## config.mk

```make
export PLATFORM = sky130hd
export DESIGN_NAME = status_wb_arbiter
export DESIGN_NICKNAME = d
export VERILOG_FILES = /design/src/rtl/status_wb_arbiter.sv
export SDC_FILE = /design/constraint.sdc
export NUM_CORES = 1
export LEC_CHECK = 0
export ABC_AREA = 1
export CORE_ASPECT_RATIO = 1.1
export CORE_MARGIN = 10
export CORE_UTILIZATION = 35
export CTS_BUF_LIST = sky130_fd_sc_hd__clkbuf_2 sky130_fd_sc_hd__clkbuf_4 sky130_fd_sc_hd__clkbuf_8
export CTS_CLUSTER_DIAMETER = 150
export DETAILED_ROUTE_END_ITERATION = 16
export GPL_ROUTABILITY_DRIVEN = 0
export PLACE_DENSITY = 0.64
export SYNTH_ARGS = -nofsm -noshare
export SYNTH_HDL_FRONTEND = slang
export SYNTH_SLANG_ARGS = --single-unit
```

## constraint.sdc

```tcl
create_clock -name clock -period 4.95 [get_ports clock]
set_input_delay 0.99 -clock clock [delete_from_list [all_inputs] [get_ports clock]]
set_output_delay 0.99 -clock clock [all_outputs]
set_load 0.01 [all_outputs]
```

## src/rtl/status_wb_arbiter.sv

```systemverilog
// Status writeback arbiter: shares the register-file write port between the
// normal writeback path and queued overflow status codes.
//
// Ports:
//   clock, reset_n          clock and synchronous active-low reset
//   ovf_valid/ovf_code      overflow event and its status code (code 0 ignored)
//   ovf_ready               status FIFO not full (from registered state)
//   wb_valid/wb_rd/wb_data  normal writeback request
//   wb_stall                writeback not granted this cycle (combinational)
//   rf_we/rf_wr_addr/rf_wr_data  registered register-file write port
//   exc_pending             status FIFO non-empty (registered)
module status_wb_arbiter #(
  parameter int unsigned DEPTH      = 2,
  parameter int unsigned MAX_DEFER  = 3,
  parameter int unsigned STATUS_REG = 30
) (
  input  logic        clock,
  input  logic        reset_n,
  input  logic        ovf_valid,
  input  logic [31:0] ovf_code,
  output logic        ovf_ready,
  input  logic        wb_valid,
  input  logic [4:0]  wb_rd,
  input  logic [31:0] wb_data,
  output logic        wb_stall,
  output logic        rf_we,
  output logic [4:0]  rf_wr_addr,
  output logic [31:0] rf_wr_data,
  output logic        exc_pending
);

  localparam int unsigned PTR_W  = $clog2(DEPTH);
  localparam int unsigned CNT_W  = PTR_W + 1;
  localparam int unsigned DC_RAW = $clog2(MAX_DEFER + 1);
  localparam int unsigned DC_W   = (DC_RAW < 2) ? 2 : DC_RAW;

  typedef enum logic [1:0] {
    IDLE  = 2'd0,
    DEFER = 2'd1,
    FORCE = 2'd2
  } state_t;

  state_t            state, state_nxt;
  logic [DC_W-1:0]   defer_cnt, defer_nxt;
  logic [31:0]       mem [DEPTH];
  logic [PTR_W-1:0]  rd_ptr, wr_ptr;
  logic [CNT_W-1:0]  count, count_nxt;

  logic empty, full, push, exc_grant, wb_grant, flush;

  // Grant and FIFO control, all derived from registered state
  always_comb begin
    empty     = (count == CNT_W'(0));
    full      = (count == CNT_W'(DEPTH));
    ovf_ready = !full;
    push      = ovf_valid && ovf_ready && (ovf_code != 32'd0);
    exc_grant = !empty && (!wb_valid || (state == FORCE));
    wb_grant  = wb_valid && !exc_grant;
    wb_stall  = wb_valid && exc_grant;
    flush     = wb_grant && (wb_rd == 5'(STATUS_REG));
  end

  // Occupancy after this cycle; a flush keeps only a same-cycle push
  always_comb begin
    count_nxt = count;
    if (flush)
      count_nxt = push ? CNT_W'(1) : CNT_W'(0);
    else
      count_nxt = count + CNT_W'(push) - CNT_W'(exc_grant);
  end

  // State register
  always_ff @(posedge clock) begin
    if (!reset_n) begin
      state     <= IDLE;
      defer_cnt <= '0;
    end else begin
      state     <= state_nxt;
      defer_cnt <= defer_nxt;
    end
  end

  // Next-state logic for the starvation bound
  always_comb begin
    state_nxt = state;
    defer_nxt = defer_cnt;
    case (state)
      IDLE: begin
        if (push) begin
          state_nxt = DEFER;
          defer_nxt = '0;
        end
      end
      DEFER: begin
        if (flush) begin
          defer_nxt = '0;
          state_nxt = push ? DEFER : IDLE;
        end else if (exc_grant) begin
          defer_nxt = '0;
          state_nxt = (count_nxt != CNT_W'(0)) ? DEFER : IDLE;
        end else if (wb_grant && !empty) begin
          if (defer_cnt != DC_W'(MAX_DEFER))
            defer_nxt = defer_cnt + DC_W'(1);
          if (defer_nxt == DC_W'(MAX_DEFER))
            state_nxt = FORCE;
        end
      end
      FORCE: begin
        defer_nxt = '0;
        state_nxt = (count_nxt != CNT_W'(0)) ? DEFER : IDLE;
      end
      default: begin
        state_nxt = IDLE;
        defer_nxt = '0;
      end
    endcase
  end

  // FIFO pointers and occupancy
  always_ff @(posedge clock) begin
    if (!reset_n) begin
      rd_ptr      <= '0;
      wr_ptr      <= '0;
      count       <= '0;
      exc_pending <= 1'b0;
    end else begin
      count       <= count_nxt;
      exc_pending <= (count_nxt != CNT_W'(0));
      if (flush) begin
        // Discard queue by snapping head to tail
        rd_ptr <= wr_ptr;
        if (push)
          wr_ptr <= wr_ptr + PTR_W'(1);
      end else begin
        if (exc_grant)
          rd_ptr <= rd_ptr + PTR_W'(1);
        if (push)
          wr_ptr <= wr_ptr + PTR_W'(1);
      end
    end
  end

  // FIFO storage (contents need no reset; occupancy guards them)
  always_ff @(posedge clock) begin
    if (push)
      mem[wr_ptr] <= ovf_code;
  end

  // Registered register-file write port
  always_ff @(posedge clock) begin
    if (!reset_n) begin
      rf_we      <= 1'b0;
      rf_wr_addr <= '0;
      rf_wr_data <= '0;
    end else if (exc_grant) begin
      rf_we      <= 1'b1;
      rf_wr_addr <= 5'(STATUS_REG);
      rf_wr_data <= mem[rd_ptr];
    end else if (wb_grant) begin
      rf_we      <= (wb_rd != 5'd0);
      rf_wr_addr <= wb_rd;
      rf_wr_data <= wb_data;
    end else begin
      rf_we <= 1'b0;
    end
  end

endmodule

```

==> impl_metrics.yaml <==
run_status:
  outcome: "finished, final reports clean"
grt:
  grt_pass1_wl_mm: 19.6
  grt.overflow.total: 0
  antenna_found_initial: 0
  grt_usage_pct: 13.7
  grt_pass1_vias: 3677
  grt_max_degree: 73
clock_network:
  clkSinkCount: 112
  clock_latency_ns: 0.38
  holdBufCountCts: 0
  ctsResizeCount: 0
  root_buffer: "clkbuf_8"
  cts_tree: "done"
  clkTransAtPathRegs_ns: 0.10
  htree_levels: 3
  cts_buffer_depth: 2
  cts_setup_buffers: 0
  cts_buffers: 9
pwr:
  clock_power_share_pct: 20.3
  ir_worst_vdd_mv: 0.199
  combPwrFrac_pct: 36.2
  p_int_uw: 1860
  swShare_pct: 35.3
  p_sw_uw: 1010
  pwr-share-seq_pct: 43.5
  leakagePower_uw: 0.00236
  power_density_nw_per_um2: 470
critical_path:
  start_kind: "input port"
  r2r_end: "state[0]"
  path_class: "input port to primary output"
  endpoint_kind: "primary output"
  reg2regPathDepth: 13
  rrSetupSlack_ns: 2.60
  r2r_start: "state[1]"
  crit_arrival_ns: 2.57
  worst-path-max-fanout: 10
  required_ns: 3.96
synthesis:
  synth_seq_cells: 112
  synth_xor_area_share_pct: 0.568
  syn_inst: 483
  synth-compound-area-share_pct: 15.1
  yosys-top-cells-area: "edfxtp_1, dfxtp_1, nand2_1"
  synthMuxAreaShare_pct: 0
  yosysWarnings: 0
  ys_seq_area_share_pct: 62.3
  synth_simple_gate_area_share_pct: 15.0
  yosysTopAreaCell: "edfxtp_1"
  netlist_area_um2: 4630
  synth_adder_area_share_pct: 0.541
  synth_top_area_share_pct: 41.5
  syn-mean-instance-area_um2: 9.58
  postSynthNetCount: 558
  synth_top_family_by_area: "compound AO/OA/AOI/OAI gates"
  yosysUniqueCellTypes: 31
sta:
  fin_crit_sh_pct: 71.8
  setup_viol: 0
  hold_viol: 0
  tightest_slew_ns: 1.09
  layout_setup_ws_ns: 1.39
  skew_ns: 0.0175
  fmax_mhz: 281
  maxSlewHeadroom_pct: 27.0
  drv_slew: 0
  setup_tns_ns: 0
  min_period_ns: 3.56
  rsz0062_at_grt: "no"
die:
  initial_core_util_pct: 35.3
  die_area_um2: 18200
  coreArea_um2: 13100
  die_x_um: 130
  die_h_um: 141
  fp-row-count: 44
  io_pins: 114
placed_design:
  hpwl_mm: 8.72
  dp_cells: 734
  io_buffer_count: 113
  pre_cts_slack_ns: 1.34
layout:
  drive_gt1_share_pct: 6.11
  layout.nets: 659
  stdcell_count: 750
  final_cell_mix: "nand2_1, clkdlybuf4s50_1, edfxtp_1"
  n_antenna_cell: 0
  final_common_cell: "nand2_1"
  synthToLayoutAreaGrowth_pct: 31.9
routing:
  viasPerCell: 4.88
  wl_per_cell_um: 16.8
  routed_wl_mm: 12.6
  first_iter_violations: 134
  remaining_drc_errors: 0
  drt_pass1_iterations: 5
  dr_total_vias: 3662
  ant_nets: 0
min_path:
  whs_path_depth: 2
  hp-start: "rf_wr_data[5]"
  min_to: "rf_wr_data[5]"
  hold_path_class: "register to register"
run:
  drv_cap: 0
[how the worst max path moves through the flow]
stage	slack (ns)	startpoint	depth (start not counted)	endpoint
finish	1.39	wb_valid	5	wb_stall
detailed placement	1.34	ovf_code[0]	20	state[0]
floorplan	1.70	ovf_code[15]	7	mem[1][0]
global placement	1.41	ovf_code[1]	20	state[0]
global route	1.29	wb_valid	5	wb_stall
CTS	1.39	wb_valid	5	wb_stall
[critical path, stage by stage]
cell             delay (ns)
clkdlybuf4s50_1        0.63
a21oi_4                0.27
nand2_1                0.07
inv_1                  0.06
clkdlybuf4s50_1        0.54
[Yosys cell counts (all sizes together)]
master / number
edfxtp: 64
and2: 2
nor2: 39
inv: 47
nand2: 122
clkbuf: 18
xnor2: 3
o21ai: 36
o41ai: 1
nand4: 1
buf: 9
ha: 2
o21bai: 13
nand3: 5
dfxtp: 48
nor3: 2
a221oi: 1
a31oi: 32
o211ai: 2
a21oi: 36
[flip-flops by register name, indices dropped and copies added (netlist names), named ones only]
signal and flops:
mem 64, rf_we 1, rd_ptr 1, rf_wr_addr 5, rf_wr_data 32, wr_ptr 1, count 2, exc_pending 1
defer_cnt 2, state 2
[metal layers]
layer  GRT usage, %  up-vias  wire (um)
met2           23.1       96       6320
met4           4.92        0        239
met1           16.1     1731       5220
li1               -     1822          -
met5              0        -          0
met3           4.01       13        845
[cells by family (layout without fill, tap and decap cells)]
family | after synthesis | count (layout)
AO/OA/AOI/OAI | 121 | 121
XOR/XNOR | 3 | 3
adder cells (fa/ha/maj) | 2 | 2
buffers and inverters | 74 | 180
flip-flops | 112 | 112
AND/OR/NAND/NOR | 171 | 171
[stage by stage]
stage | hold WS [ns] | total power, uW | utilization, % | cell area (um2)
after global routing | 0.490 | 3060 | 46.6 | 6110
final | 0.473 | 2870 | 46.6 | 6110
after detailed placement | 0.460 | 2310 | 44.9 | 5890
after CTS | 0.476 | 2900 | 46.6 | 6110
after floorplan | 0.474 | 1890 | - | 4630
after global placement | 0.455 | 2300 | 44.9 | 5890
[power groups by stage]
| stage | Clock, uW | Combinational [uW] | Sequential, uW |
|---|---|---|---|
| after global routing | 639 | 1150 | 1260 |
| after global placement | 0 | 1030 | 1260 |
| final | 583 | 1040 | 1250 |
| after floorplan | 0 | 599 | 1290 |
| after detailed placement | 0 | 1050 | 1270 |
| after CTS | 598 | 1050 | 1250 |
[layout make-up]
class	count	area, um2
flip-flops and latches	112	2880
clock inverters	5	65.1
repair buffers	117	1160
well taps	161	201
inverters	47	176
multi-input cells	297	1470
fillers	1237	7000
clock buffers	11	151
No activity file was read; power rests on OpenSTA's default activity.
